<file path="config.mk">
export PLATFORM = sky130hd
export DESIGN_NAME = instr_fetch_flat
export DESIGN_NICKNAME = d
export VERILOG_FILES = /design/src/rtl/instr_fetch_pkg.sv /design/src/rtl/instr_fetch_if.sv /design/src/rtl/instr_fetch_fifo.sv /design/src/rtl/instr_fetch.sv /design/src/flat_wrapper.sv
export SDC_FILE = /design/constraint.sdc
export NUM_CORES = 1
export LEC_CHECK = 0
export BUFFER_PORTS_ARGS = -buffer_cell sky130_fd_sc_hd__buf_2
export CAP_MARGIN = 20
export CORE_ASPECT_RATIO = 0.7
export CORE_UTILIZATION = 49
export DETAILED_ROUTE_END_ITERATION = 16
export PLACE_DENSITY = 0.77
export SKIP_CTS_REPAIR_TIMING = 1
export SLEW_MARGIN = 25
export SYNTH_ARGS = -nofsm -noshare
export SYNTH_HDL_FRONTEND = slang
export SYNTH_SLANG_ARGS = --single-unit
</file>
<file path="constraint.sdc">
create_clock -name clk -period 1.52 [get_ports clk]
set_input_delay 0.152 -clock clk [delete_from_list [all_inputs] [get_ports clk]]
set_output_delay 0.152 -clock clk [all_outputs]
set_load 0.03 [all_outputs]
</file>
<file path="src/rtl/instr_fetch_pkg.sv">
// Shared types and constants for the instruction fetch stage: FSM state
// encoding and the instruction alignment mask/check.
package instr_fetch_pkg;

    typedef enum logic [1:0] {
        FETCH_IDLE  = 2'd0,
        FETCH_REQ   = 2'd1,
        FETCH_WAIT  = 2'd2,
        FETCH_DRAIN = 2'd3
    } fetch_state_e;

    localparam logic [1:0] INSTR_ALIGN_MASK = 2'b11;

    // Instructions are word aligned; any set low address bit is a fault.
    function automatic logic is_misaligned(input logic [1:0] pc_lsbs);
        return (pc_lsbs & INSTR_ALIGN_MASK) != 2'b00;
    endfunction

endpackage

</file>
<file path="src/rtl/instr_fetch_if.sv">
// Instruction memory request/response bus: the fetch stage is the master,
// the instruction memory is the slave.
interface instr_fetch_if #(
    parameter int PC_WIDTH  = 12,
    parameter int OPD_WIDTH = 32
);
    logic                 imem_req;
    logic [PC_WIDTH-1:0]  imem_addr;
    logic                 imem_gnt;
    logic                 imem_rvalid;
    logic [OPD_WIDTH-1:0] imem_rdata;

    modport master (
        output imem_req,
        output imem_addr,
        input  imem_gnt,
        input  imem_rvalid,
        input  imem_rdata
    );

    modport slave (
        input  imem_req,
        input  imem_addr,
        output imem_gnt,
        output imem_rvalid,
        output imem_rdata
    );
endinterface

</file>
<file path="src/rtl/instr_fetch_fifo.sv">
// Small power-of-two FIFO holding {pc, instruction} entries for the decoder.
// A synchronous clear empties it and takes priority over push and pop.
module instr_fetch_fifo #(
    parameter int  WIDTH = 44,
    parameter int  DEPTH = 2,
    localparam int PTR_W = $clog2(DEPTH),
    localparam int CNT_W = PTR_W + 1
) (
    input  logic             clk,
    input  logic             rst,
    input  logic             clr,
    input  logic             push,
    input  logic [WIDTH-1:0] wdata,
    input  logic             pop,
    output logic [WIDTH-1:0] rdata,
    output logic [CNT_W-1:0] count,
    output logic             valid
);
    localparam logic [CNT_W-1:0] FULL_CNT = CNT_W'(DEPTH);

    logic [WIDTH-1:0] mem_q [DEPTH];
    logic [WIDTH-1:0] mem_d [DEPTH];
    logic [PTR_W-1:0] wr_ptr_q, wr_ptr_d;
    logic [PTR_W-1:0] rd_ptr_q, rd_ptr_d;
    logic [CNT_W-1:0] count_q, count_d;
    logic             do_push_s;
    logic             do_pop_s;

    // Next-state for storage, pointers and occupancy.
    always_comb begin
        do_pop_s  = pop && (count_q != '0);
        do_push_s = push && ((count_q != FULL_CNT) || do_pop_s);
        mem_d     = mem_q;
        wr_ptr_d  = wr_ptr_q;
        rd_ptr_d  = rd_ptr_q;
        count_d   = count_q;
        if (clr) begin
            wr_ptr_d = '0;
            rd_ptr_d = '0;
            count_d  = '0;
        end else begin
            if (do_push_s) begin
                mem_d[wr_ptr_q] = wdata;
                wr_ptr_d        = wr_ptr_q + 1'b1;
            end else begin
                wr_ptr_d = wr_ptr_q;
            end
            if (do_pop_s) begin
                rd_ptr_d = rd_ptr_q + 1'b1;
            end else begin
                rd_ptr_d = rd_ptr_q;
            end
            case ({do_push_s, do_pop_s})
                2'b10:   count_d = count_q + 1'b1;
                2'b01:   count_d = count_q - 1'b1;
                default: count_d = count_q;
            endcase
        end
    end

    // Storage and pointer registers.
    always_ff @(posedge clk) begin
        if (rst) begin
            for (int i = 0; i < DEPTH; i++) begin
                mem_q[i] <= '0;
            end
            wr_ptr_q <= '0;
            rd_ptr_q <= '0;
            count_q  <= '0;
        end else begin
            mem_q    <= mem_d;
            wr_ptr_q <= wr_ptr_d;
            rd_ptr_q <= rd_ptr_d;
            count_q  <= count_d;
        end
    end

    assign rdata = mem_q[rd_ptr_q];
    assign count = count_q;
    assign valid = (count_q != '0);

endmodule

</file>
<file path="src/rtl/instr_fetch.sv">
// Instruction fetch stage: one outstanding imem request, returned words
// buffered with their PC. Optional FETCH_MISALIGN_CHECK_EN blocks unaligned fetches.
module instr_fetch
    import instr_fetch_pkg::*;
#(
    parameter int OPD_WIDTH  = 32,
    parameter int PC_WIDTH   = 12,
    parameter int FIFO_DEPTH = 2
) (
    input  logic                 clk,
    input  logic                 rst,
    input  logic [PC_WIDTH-1:0]  pc_in,
    input  logic                 pc_valid,
    output logic                 pc_ready,
    input  logic                 flush,
    instr_fetch_if.master        imem,
    output logic                 instr_valid,
    output logic [OPD_WIDTH-1:0] instr,
    output logic [PC_WIDTH-1:0]  instr_pc,
    input  logic                 instr_ready,
    output logic                 misalign_fault
);
    localparam int               CNT_W    = $clog2(FIFO_DEPTH) + 1;
    localparam int               ENT_W    = PC_WIDTH + OPD_WIDTH;
    localparam logic [CNT_W-1:0] FULL_CNT = CNT_W'(FIFO_DEPTH);

    fetch_state_e        state_q, state_d;
    logic                req_q, req_d;
    logic [PC_WIDTH-1:0] addr_q, addr_d;
    logic                push_s;
    logic [CNT_W-1:0]    count_s;
    logic [ENT_W-1:0]    head_s;
    logic                fifo_valid_s;
    logic                accept_s;

`ifdef FETCH_MISALIGN_CHECK_EN
    logic fault_q, fault_d;
    logic fault_set_s;

    assign pc_ready = (state_q == FETCH_IDLE) && (count_s < FULL_CNT) && !flush && !fault_q;
`else
    assign pc_ready = (state_q == FETCH_IDLE) && (count_s < FULL_CNT) && !flush;
`endif

    assign accept_s = pc_valid && pc_ready;

    // Fetch sequencing: issue, wait for response, or drain a killed response.
    always_comb begin
        state_d = state_q;
        req_d   = req_q;
        addr_d  = addr_q;
        push_s  = 1'b0;
`ifdef FETCH_MISALIGN_CHECK_EN
        fault_set_s = 1'b0;
`endif
        case (state_q)
            FETCH_IDLE: begin
                if (accept_s) begin
`ifdef FETCH_MISALIGN_CHECK_EN
                    if (is_misaligned(pc_in[1:0])) begin
                        fault_set_s = 1'b1;
                    end else begin
                        state_d = FETCH_REQ;
                        req_d   = 1'b1;
                        addr_d  = pc_in;
                    end
`else
                    state_d = FETCH_REQ;
                    req_d   = 1'b1;
                    addr_d  = pc_in;
`endif
                end else begin
                    state_d = FETCH_IDLE;
                end
            end
            FETCH_REQ: begin
                // A grant commits memory to a response, so a flush then must drain it.
                if (imem.imem_gnt) begin
                    req_d   = 1'b0;
                    state_d = flush ? FETCH_DRAIN : FETCH_WAIT;
                end else if (flush) begin
                    req_d   = 1'b0;
                    state_d = FETCH_IDLE;
                end else begin
                    state_d = FETCH_REQ;
                end
            end
            FETCH_WAIT: begin
                if (imem.imem_rvalid) begin
                    push_s  = !flush;
                    state_d = FETCH_IDLE;
                end else if (flush) begin
                    state_d = FETCH_DRAIN;
                end else begin
                    state_d = FETCH_WAIT;
                end
            end
            FETCH_DRAIN: begin
                if (imem.imem_rvalid) begin
                    state_d = FETCH_IDLE;
                end else begin
                    state_d = FETCH_DRAIN;
                end
            end
            default: begin
                state_d = FETCH_IDLE;
                req_d   = 1'b0;
            end
        endcase
`ifdef FETCH_MISALIGN_CHECK_EN
        fault_d = flush ? 1'b0 : (fault_q || fault_set_s);
`endif
    end

    // FSM state and registered request outputs.
    always_ff @(posedge clk) begin
        if (rst) begin
            state_q <= FETCH_IDLE;
            req_q   <= 1'b0;
            addr_q  <= '0;
`ifdef FETCH_MISALIGN_CHECK_EN
            fault_q <= 1'b0;
`endif
        end else begin
            state_q <= state_d;
            req_q   <= req_d;
            addr_q  <= addr_d;
`ifdef FETCH_MISALIGN_CHECK_EN
            fault_q <= fault_d;
`endif
        end
    end

    instr_fetch_fifo #(
        .WIDTH (ENT_W),
        .DEPTH (FIFO_DEPTH)
    ) u_fifo (
        .clk   (clk),
        .rst   (rst),
        .clr   (flush),
        .push  (push_s),
        .wdata ({addr_q, imem.imem_rdata}),
        .pop   (fifo_valid_s && instr_ready),
        .rdata (head_s),
        .count (count_s),
        .valid (fifo_valid_s)
    );

    assign imem.imem_req  = req_q;
    assign imem.imem_addr = addr_q;
    assign instr_valid    = fifo_valid_s;
    assign instr_pc       = head_s[ENT_W-1:OPD_WIDTH];
    assign instr          = head_s[OPD_WIDTH-1:0];

`ifdef FETCH_MISALIGN_CHECK_EN
    assign misalign_fault = fault_q;
`else
    assign misalign_fault = 1'b0;
`endif

endmodule

</file>
<file path="src/flat_wrapper.sv">
// flat-port wrapper written by rule: the top's interface ports become plain ports
module instr_fetch_flat import instr_fetch_pkg::*;
#(
    parameter int OPD_WIDTH  = 32,
    parameter int PC_WIDTH   = 12,
    parameter int FIFO_DEPTH = 2
)
  (clk, rst, pc_in, pc_valid, pc_ready, flush, instr_valid, instr, instr_pc, instr_ready, misalign_fault, imem_imem_req, imem_imem_addr, imem_imem_gnt, imem_imem_rvalid, imem_imem_rdata);
  instr_fetch_if #(.PC_WIDTH(PC_WIDTH), .OPD_WIDTH(OPD_WIDTH)) imem_i ();
  input  logic clk;
  input  logic rst;
  input  logic [PC_WIDTH-1:0] pc_in;
  input  logic pc_valid;
  output logic pc_ready;
  input  logic flush;
  output logic instr_valid;
  output logic [OPD_WIDTH-1:0] instr;
  output logic [PC_WIDTH-1:0] instr_pc;
  input  logic instr_ready;
  output logic misalign_fault;
  output wire logic [$bits(imem_i.imem_req)-1:0] imem_imem_req;
  output wire logic [$bits(imem_i.imem_addr)-1:0] imem_imem_addr;
  input wire logic [$bits(imem_i.imem_gnt)-1:0] imem_imem_gnt;
  input wire logic [$bits(imem_i.imem_rvalid)-1:0] imem_imem_rvalid;
  input wire logic [$bits(imem_i.imem_rdata)-1:0] imem_imem_rdata;
  assign imem_imem_req = imem_i.imem_req;
  assign imem_imem_addr = imem_i.imem_addr;
  assign imem_i.imem_gnt = imem_imem_gnt;
  assign imem_i.imem_rvalid = imem_imem_rvalid;
  assign imem_i.imem_rdata = imem_imem_rdata;
  instr_fetch #(.OPD_WIDTH(OPD_WIDTH), .PC_WIDTH(PC_WIDTH), .FIFO_DEPTH(FIFO_DEPTH)) u_core (.clk(clk), .rst(rst), .pc_in(pc_in), .pc_valid(pc_valid), .pc_ready(pc_ready), .flush(flush), .imem(imem_i), .instr_valid(instr_valid), .instr(instr), .instr_pc(instr_pc), .instr_ready(instr_ready), .misalign_fault(misalign_fault));
endmodule
</file>
Yosys cells after proc, flatten, opt, wreduce, memory -nomap -nowiden
Index checks and enable logic that the tools add are counted.

Muxes and demuxes: 20. Reductions and logical operators: 17. Bitwise operators: 3. $mul: 0. Magnitude comparators: 4. Eq/ne operators: 8. $add $sub $neg: 4. Shift-type cells: 0. Divide/modulo/power cells: 0.

Operators with widths (count): $mux W44 (4); $bwmux W88 (1); $demux W44 S1 (1); $mux W1 (8); $pmux W2 S4 (1); $logic_and A1 B1 Y1 (7); $eq A2 B2 Y1 const B (3); $mux W2 (3); $reduce_bool A2 Y1 (3); $eq A2 B1 Y1 const B (2); $ge A2 B2 Y1 const B (2); $not A1 Y2 (2); $pmux W2 S2 (1); $reduce_and A2 Y1 (2); $ne A3 B3 Y1 const B (1); $reduce_and A3 Y1 (1); $add A1 B1 Y1 const B (2); $add A2 B1 Y2 const B (1); $logic_not A2 Y1 (1); $lt A2 B1 Y1 const B (1); $lt A2 B2 Y1 const B (1); $ne A2 B1 Y1 const B (1); $ne A2 B2 Y1 const B (1); $pmux W1 S2 (1); 5 further kinds (5).

Bits in read-only memories: 0. Bits in latches: 0. Bits of input ports: 51. Flip-flop bits (word level): 107. Bits in writable memories: 0. Memories: 0.

Logic depth before layout (Yosys ltp)
Gate-level depths: netlist (run 1).

Depth after elaboration: 7. Mapped depth: 6. Gate-level depth less buffers: 6.

By module
Synthesis (run 1) repeated with hierarchy kept, for this count alone.

Cell total of the unflattened synthesis: 484. Area, all modules: 5117.4 um^2.

Modules (own cells, without submodules): instr_fetch_fifo (instances 1, cells an instance 407, area an instance 4360.4 um^2, sequential area each 1841.8 um^2); instr_fetch (instances 1, cells an instance 77, area an instance 757.0 um^2, sequential area each 300.3 um^2).

Worst setup path before layout (run 1)
OpenSTA, ideal clock, no wires.

Path kind: register to register. Start: register u_core.u_fifo.count_q[0], in the netlist u_core.u_fifo.count[0]. End: register u_core.u_fifo.count_q[1], in the netlist u_core.u_fifo.count[1]. Arrival: 1.552 ns. Period minus slack after synthesis: 1.621 ns. Cell stages (with the launch flop): 6. Data required time: 1.450 ns. Slack: -0.101 ns. Setup time: 0.070 ns. Path through: dfxtp_1 or3b_1 nand2_1 ha_1 or3_1 a21oi_1.

Longest elaborated chain between the ends: 7. Elaborated cells between the ends (all ways): 12.

Ends and longest elaborated chain: from (decl) (line instr_fetch_fifo.sv:25) `logic [CNT_W-1:0] count_q, count_d;`; from (signal assigned) (line instr_fetch_fifo.sv:74) `count_q <= count_d;`; $reduce_bool A2 Y1 (line instr_fetch_fifo.sv:31, instr_fetch_fifo.sv:80); $logic_and A1 B1 Y1 (line instr_fetch.sv:143) `.pop (fifo_valid_s && instr_ready),`; $logic_and A1 B1 Y1 (line instr_fetch_fifo.sv:31) `do_pop_s = pop && (count_q != '0);`; $logic_or A1 B1 Y1 (line instr_fetch_fifo.sv:32) `do_push_s = push && ((count_q != FULL_CNT) || do_pop_s);`; $logic_and A1 B1 Y1 (line instr_fetch_fifo.sv:32); $eq A2 B1 Y1 / $eq A2 B2 Y1 (equally long branches) (line instr_fetch_fifo.sv:53) `case ({do_push_s, do_pop_s})`; $pmux W2 S2 / $reduce_bool A2 Y1 (equally long branches).

Parallel ways exist; a longest one is shown, timed or not. A chain may end at the register's enable or synchronous reset.

Final worst setup path (run 1)
Start: register u_core.u_fifo.count_q[1], in the netlist u_core.u_fifo.count[1]. End: register u_core.u_fifo.count_q[1], in the netlist u_core.u_fifo.count[1].

The elaborated chain is that of the path after synthesis.

==> results of run 1 <==
[flip-flops by register name (all words and copies together) (netlist names)]
register / cells
u_core.u_fifo.wr_ptr_q: 1
u_core.imem.imem_addr: 12
u_core.u_fifo.mem_q: 88
u_core.imem.imem_req: 1
u_core.state_q: 2
u_core.u_fifo.rd_ptr_q: 1
u_core.u_fifo.count: 2
[metal layers]
metal | routed length (um) | vias up | global-route usage
met5 | 0 | - | 0
met4 | 96 | 0 | 0.0576
met1 | 5240 | 1791 | 0.255
met2 | 5610 | 74 | 0.366
li1 | - | 1855 | -
met3 | 508 | 10 | 0.0618
[stage by stage]
step	instances	hold slack (ps)	total power [W]	cell area [um2]	setup slack, ps
2_1_floorplan	482	300	0.00318	5020	9.75
3_3_place_gp	707	406	0.00334	5860	-13.7
3_5_place_dp	707	412	0.00335	5860	-54.5
4_1_cts	723	43.4	0.00580	6180	-241
5_1_grt	731	52.2	0.00598	6450	-149
6_report	731	51.7	0.00575	6450	-108
[worst min path at each step]
stage,start,endpoint,slack [ps],depth (start not counted)
after floorplan,pc_in[0],u_core.imem.imem_addr[0],300,2
after global placement,pc_in[4],u_core.imem.imem_addr[4],410,3
after detailed placement,pc_in[6],u_core.imem.imem_addr[6],410,3
after CTS,pc_in[6],u_core.imem.imem_addr[6],40,3
after global routing,pc_in[5],u_core.imem.imem_addr[5],50,3
final,pc_in[9],u_core.imem.imem_addr[9],50,3
[cell type report]
type	instances	area [um2]	share of cell area
multi-input cells	336	2750	0.426
flip-flops and latches	107	2150	0.334
repair buffers	140	1050	0.163
clock buffers	13	280	0.0434
well taps	128	160	0.0248
clock inverters	3	43.8	0.00679
inverters	4	17.5	0.00271
[cells by family (layout without fill, tap and decap cells)]
kind of cell               after synthesis  count (layout)  synth area share
and+or+nand+nor                        164             164             0.211
muxes                                  132             132             0.275
DFF                                    107             107             0.429
buffers and inverters                   39             160            0.0388
AOI/OAI and AO/OA                       34              34            0.0353
xor gates and xnor gates                 3               3           0.00526
adders and majority gates                2               2           0.00501
other                                    1               1          0.000750
[worst max-delay path: cells and delay by family, from the launching register on]
kind            cells  cell delay (ps)
simple gates        3              860
flops               1              370
fa+ha+maj           1              190
compound gates      1              130
[report_power, final]
part	switching (W)	internal, W	total [W]
clock	0.000999	0.00146	0.00246
sequential	0.0000199	0.00283	0.00285
combinational	0.000237	0.000210	0.000446
[placed cells by master, fill, tap and decap left out, drive strengths merged]
cell	netlist	layout
and3	1	1
dfxtp	107	107
or4	1	1
conb	1	1
xnor2	2	2
nor2	3	3
nor3	1	1
or3	2	2
nand2b	134	134
bufinv	0	1
or3b	1	1
nor3b	1	1
o22a	1	1
mux2i	88	88
mux2	44	44
clkbuf	20	19
ha	2	2
inv	4	4
or2	2	2
nand2	2	2
o21ai	15	15
nand3	13	13
xor2	1	1
clkinv	0	2
nand3b	1	1
buf	15	134
and4bb	1	1
a21oi	17	17
o21a	1	1
nand4bb	1	1
==> results_dict.tcl, run 1 <==
set metrics [dict create \
    numPortBuffers 109 \
    antenna_left 0 \
    cts_sinks 107 \
    grt_start_max_net_pins 63 \
    setup-tns-final_ps -3630 \
    grt_pass1_vias 3673 \
    drc 0 \
    synth_nets 535 \
    die_w_um 123 \
    ios 111 \
    cts_max_path_buffers 2 \
    required_ps 1790 \
    crit_chain "or3b_4, nand2_4, ha_4, or3_4, a21oi_2" \
    cap_violations 0 \
    finalCritPeriodShare 1.07 \
    path_clk_slew_ps 70 \
    fillCellCount 778 \
    async_flop_share 0 \
    avgViaCountPerCell 5.10 \
    max_stage_delay_ps 400 \
    layout-drive-gt1-share 0.371 \
    drv_slew 0 \
    rsz0062_at_grt "yes" \
    finalHoldViolations 0 \
    fmax_ghz 0.614 \
    die_area_mm2 0.0106 \
    die-height_um 86.5 \
    synth_top_area_cell "dfxtp_1" \
    cts_tree "done" \
    dpl.hpwl_mm 7.56 \
    cts_root_buffer "clkbuf_16" \
    netlist_area_mm2 0.00500 \
    synthFlopType "dfxtp_1" \
    synth.most_common_cell "nand2b_1" \
    syn_inst 482 \
    yosys-top-cells-area "dfxtp_1 (43%), mux2i_1 (18%), nand2b_1 (17%)" \
    crit_path_end_kind "flip-flop" \
    grtUsageTotal 0.211 \
    leakagePower_nw 2.89 \
    yosysUniqueCellTypes 33 \
    crit_type "reg -> reg" \
    r2r-start "u_core.u_fifo.count[1]" \
    wl_per_cell_um 15.7 \
    drt_iter0_drc 140 \
    synth_top_area_frac 0.429 \
    core_mm2 0.00980 \
    cp.arrival_ps 1900 \
    grt_pass1_wl_mm 17.4 \
    finalSetupViolations 67 \
    final_core_util 0.659 \
    cts_max_level 3 \
    synth_warnings 0 \
    n_antenna_cell 0 \
    cp-startpoint "u_core.u_fifo.count[1]" \
    initial_core_util 0.510 \
    hold_class "in -> reg" \
    synthToLayoutAreaGrowth_pct 29.1 \
    insertion_delay_ps 340 \
    status "complete, but fails checks" \
    row_count 30 \
    slowest_stage "or3b_4" \
    setup.worst_path.end "u_core.u_fifo.count[1]" \
    dr.pass1.iters 4 \
    ir_drop_uv 821 \
    nets 651 \
    path_max_fanout 5 \
    vias 3730 \
    grt_antenna_before_repair 0 \
    fin_ws_ps -108 \
    avgSynthCellArea_um2 10.4 \
    power_density_mw_per_mm2 891 \
    violations "negative setup slack" \
    overflow 0 \
    r2r_end "u_core.u_fifo.count[1]" \
    reg2reg_depth 5 \
    synthTopCellsByCount "nand2b_1 (134), dfxtp_1 (107), mux2i_1 (88)" \
    ys_seq_elements 107 \
    cp-start-kind "flip-flop" \
    yosysSeqAreaShare 0.429 \
    r2r_slack_ps -110 \
    drt-total-wl_mm 11.5 \
    finClkSkew_ps 5.60 \
    synth_edf_count 0 \
    cts_buffers 9 \
    routabilityCongestion 0.804 \
    fin_crit_ps 1630 \
]
Power figures use the tool's default switching activity.
==> inputs of run 2 (changes only) <==
- MAX_ROUTING_LAYER: unset -> met4
==> run 2 against run 1 <==
Power about the same. Via count unchanged. Design area unchanged. The flow still finishes with violations (negative setup slack). Critical path type unchanged. Flip-flop and latch count unchanged. Die area unchanged. Utilization unchanged. Largest power group unchanged. Clock skew down 1.5 ps. Sequential power about the same.
==> results_dict.tcl, run 2 (synthesis gave the netlist of run 1 again) <==
set metrics [dict create \
    met2_wirelength_mm 5.61 \
    hold_class "in -> reg" \
    r2r-start "u_core.u_fifo.count[1]" \
    cp-start-kind "flip-flop" \
    insertion_delay_ps 340 \
    cts_root_buffer "clkbuf_16" \
    dr.pass1.iters 4 \
    final_core_util 0.659 \
    overflow 0 \
    grt_pass1_wl_mm 17.4 \
    finClkSkew_ps 4.11 \
    routabilityCongestion 0.816 \
    cts_max_level 3 \
    initial_core_util 0.510 \
    cp.arrival_ps 1900 \
    leakagePower_nw 2.89 \
    cts_tree "done" \
    slowest_stage "or3b_4" \
    cap_violations 0 \
    layout_common_cells "nand2b_1 (134), buf_2 (105), dfxtp_1 (103), mux2i_1 (87), mux2_2 (41)" \
    finalPower_w 0.00575 \
    rsz0062_at_grt "yes" \
    r2r_end "u_core.u_fifo.count[1]" \
    ir_drop_uv 823 \
    wl_per_cell_um 15.7 \
    vias 3730 \
    die-height_um 86.5 \
    nets 651 \
    violations "negative setup slack" \
    required_ps 1790 \
    finalCritPeriodShare 1.07 \
    antenna_left 0 \
    layout-drive-gt1-share 0.371 \
    drc 0 \
    status "complete, but fails checks" \
    core_mm2 0.00980 \
    crit_chain "or3b_4, nand2_4, ha_4, or3_4, a21oi_2" \
    sequentialPowerShare 0.495 \
    ios 111 \
    hold_slack_ps 53.2 \
    r2r_slack_ps -110 \
    finalSetupViolations 68 \
    drv_slew 0 \
    fin_crit_ps 1630 \
    fin_ws_ps -108 \
    drt-total-wl_mm 11.5 \
    path_clk_slew_ps 70 \
    crit_type "reg -> reg" \
    drt_iter0_drc 157 \
    holdCritStartpoint "pc_in[9]" \
    p_int_w 0.00449 \
    reg2reg_depth 5 \
    maxUsedRoutingLayer "met4" \
    avgViaCountPerCell 5.10 \
    crit_path_end_kind "flip-flop" \
    grt_pass1_vias 3674 \
    power_density_mw_per_mm2 891 \
    row_count 30 \
    grt_antenna_before_repair 0 \
    met1_length_mm 5.28 \
    path_max_fanout 5 \
    synthToLayoutAreaGrowth_pct 29.1 \
    finalHoldViolations 0 \
    holdPathEnd "u_core.imem.imem_addr[9]" \
    wl_met3_um 461 \
    cts_buffers 9 \
    die_w_um 123 \
    max_stage_delay_ps 400 \
    cts_sinks 107 \
    dpl.hpwl_mm 7.56 \
    n_antenna_cell 0 \
    whs_path_depth 3 \
    die_area_mm2 0.0106 \
    regMostFlops "u_core.u_fifo.mem_q" \
    pre_cts_ws_ps -54.5 \
    grt_start_max_net_pins 63 \
    cp-startpoint "u_core.u_fifo.count[1]" \
    largest_reg_flops 88 \
    grtUsageTotal 0.217 \
    clkPwrFrac 0.427 \
    combPwrFrac 0.078 \
    power_switching_w 0.00125 \
    final_common_cell "nand2b_1" \
    fmax_ghz 0.614 \
    numPortBuffers 109 \
    cts_max_path_buffers 2 \
    swShare 0.218 \
]
==> run 2: per-layer routing <==
layer | track usage | vias to the layer above
met4 | 0.0576 | 0
met3 | 0.0539 | 10
met1 | 0.257 | 1783
met5 | - | -
met2 | 0.368 | 76
li1 | - | 1861
==> run 2: worst max-delay path by stage <==
stage,cells after the start,slack (ps),end
floorplan,5,10,u_core.u_fifo.count[1]
CTS,3,-240,pc_ready
global placement,5,-10,u_core.u_fifo.count[1]
finish,5,-110,u_core.u_fifo.count[1]
global route,3,-150,pc_ready
detailed placement,5,-50,u_core.u_fifo.count[1]
==> run 2: per-stage QoR <==
| step | instances | setup TNS, ps | area [um2] |
|---|---|---|---|
| after global placement | 707 | -13.7 | 5860 |
| after CTS | 723 | -5060 | 6180 |
| after global routing | 731 | -6980 | 6450 |
| after floorplan | 482 | 0 | 5020 |
| after detailed placement | 707 | -64.7 | 5860 |
| final | 731 | -3680 | 6450 |
==> run 2: layout make-up <==
type                            instances  area (um2)
Tap cell                              128         160
Clock inverter                          3        43.8
Fill cell                             778        3340
Sequential cell                       107        2150
Inverter                                4        17.5
Clock buffer                           13         280
Timing Repair Buffer                  140        1050
Multi-Input combinational cell        336        2750
==> run 2: power groups by stage <==
stage                     sequential (W)  clock, W  combinational [W]
after floorplan                  0.00295         0           0.000232
after global placement           0.00291         0           0.000425
after detailed placement         0.00291         0           0.000435
after CTS                        0.00285   0.00251           0.000437
after global routing             0.00285   0.00264           0.000484
final                            0.00285   0.00246           0.000446
==> run 2: worst max-delay path: cells and delay by family (launching register included) <==
family	cells	cell delay (ps)
fa+ha+maj	1	190
compound gates	1	130
flops	1	370
simple gates	3	860
==> inputs of run 3 (changes only) <==
- CELL_PAD_IN_SITES_DETAIL_PLACEMENT: unset -> 0
- CELL_PAD_IN_SITES_GLOBAL_PLACEMENT: unset -> 1
- CORE_UTILIZATION: 49 -> 38
==> run 3 against run 2 <==
The flow finishes with violations (design-rule violations, negative setup slack). Largest cell class unchanged. Die area grew 28%. Clock skew rose by 2.8 ps. Via count down 0.83%. Critical endpoint is now pc_ready. Sequential share of layout area up 0.39 points. Maximum frequency increased by 0.20%. Setup slack better by 3.3 ps. Critical path type is now reg -> out. Non-clock buffer count is the same. Cell count rose by 4.8%. Utilization fell by 15 points. Register-to-register slack improved by 60 ps.
==> results_dict.tcl, run 3 (synthesis gave the netlist of run 1 again) <==
set metrics [dict create \
    path_clk_slew_ps 70 \
    hold_class "in -> reg" \
    cts_buffers 9 \
    grt_pass1_vias 3675 \
    vias 3699 \
    finalCritPeriodShare 1.07 \
    sequentialPowerShare 0.515 \
    ios 111 \
    dpl.hpwl_mm 7.49 \
    power_switching_w 0.00132 \
    fin_ws_ps -105 \
    cts_max_level 3 \
    initial_core_util 0.396 \
    p_int_w 0.00420 \
    final_core_util 0.505 \
    swShare 0.239 \
    largest_reg_flops 88 \
    status "complete, but fails checks" \
    drt-total-wl_mm 12.0 \
    cts_root_buffer "clkbuf_16" \
    path_max_fanout 5 \
    pre_cts_ws_ps -23.7 \
    finClkSkew_ps 6.87 \
    routabilityCongestion 0.734 \
    numPortBuffers 109 \
    fmax_ghz 0.615 \
    rsz0062_at_grt "yes" \
    cts_max_path_buffers 2 \
    dr.pass1.iters 10 \
    cts_tree "done" \
    drt_iter0_drc 162 \
    die_w_um 139 \
    synthToLayoutAreaGrowth_pct 27.5 \
    combPwrFrac 0.084 \
    drv_slew 0 \
    crit_path_end_kind "output pin" \
    die-height_um 98.0 \
    cp-start-kind "flip-flop" \
    n_antenna_cell 0 \
    cts_sinks 107 \
    grt_start_max_net_pins 40 \
    final_common_cell "nand2b_1" \
    nets 652 \
    drc 8 \
    power_density_mw_per_mm2 867 \
    grt_pass1_wl_mm 17.8 \
    overflow 0 \
    leakagePower_nw 2.86 \
    insertion_delay_ps 350 \
    avgViaCountPerCell 4.83 \
    finalPower_w 0.00553 \
    ir_drop_uv 587 \
    core_mm2 0.0126 \
    wl_per_cell_um 15.7 \
    cap_violations 0 \
    antenna_left 0 \
    fin_crit_ps 1620 \
    crit_type "reg -> out" \
    regMostFlops "u_core.u_fifo.mem_q" \
    violations "design-rule violations, negative setup slack" \
    clkPwrFrac 0.401 \
    finalHoldViolations 0 \
    layout-drive-gt1-share 0.368 \
    grtUsageTotal 0.169 \
    grt_antenna_before_repair 0 \
    setup-tns-final_ps -3420 \
    cp.arrival_ps 1470 \
    finalSetupViolations 46 \
    layout_common_cells "nand2b_1 (134), buf_2 (106), dfxtp_1 (102), mux2i_1 (87), mux2_2 (44)" \
    row_count 34 \
    required_ps 1370 \
    die_area_mm2 0.0136 \
    r2r_slack_ps -50 \
]
## run 3: changes by cell type in the layout (fill, tap and decap cells not counted), moves of 3 or more
cell and change:
clkbuf_8 -3, mux2_4 -3, o21ai_0 -3, o21ai_1 +3, mux2_2 +3
## run 3: area by class of cell
class	instances	area, um2
clock buffer	10	239
clock inverter	6	40.0
fill	1142	6260
inverter	4	22.5
multi-input combinational	336	2710
sequential	107	2150
tap	162	203
timing repair buffer	140	1010
timing repair inverter	1	6.26
## run 3: power groups by stage
| stage | clock, W | sequential, W | combinational, W |
|---|---|---|---|
| floorplan | 0 | 0.00295 | 0.000232 |
| global placement | 0 | 0.00291 | 0.000420 |
| detailed placement | 0 | 0.00291 | 0.000428 |
| CTS | 0.00228 | 0.00285 | 0.000431 |
| global route | 0.00239 | 0.00285 | 0.000503 |
| finish | 0.00222 | 0.00285 | 0.000463 |
## run 3: worst paths after layout
| path | start | to | cells after the start |
|---|---|---|---|
| worst max-delay path | u_core.state_q[1] | pc_ready | 3 |
| worst min-delay path | pc_in[4] | u_core.imem.imem_addr[4] | 3 |
| worst max register to register | u_core.u_fifo.count[1] | u_core.u_fifo.count[1] | 5 |
| worst min register to register | u_core.u_fifo.mem_q[87] | u_core.u_fifo.mem_q[87] | 2 |
## run 3: worst max-delay path: stages (launching register included)
cell	delay, ps
dfxtp_2	340
or4_4	570
inv_8	100
buf_6	120
## run 3: stage by stage
stage	hold WS, ps	instances	area [um2]
after floorplan	300	482	5020
after global placement	408	737	5860
after detailed placement	417	737	5860
after CTS	44.3	753	6140
after global routing	49.7	766	6370
final	49.5	766	6370
## run 3: per-layer routing
layer | vias to the layer above | track usage | part of all wire
li1 | 1865 | - | -
met1 | 1739 | 0.199 | 0.49
met2 | 85 | 0.283 | 0.46
met3 | 10 | 0.0461 | 0.050
met4 | 0 | 0.0487 | 0.0084
met5 | - | - | 0
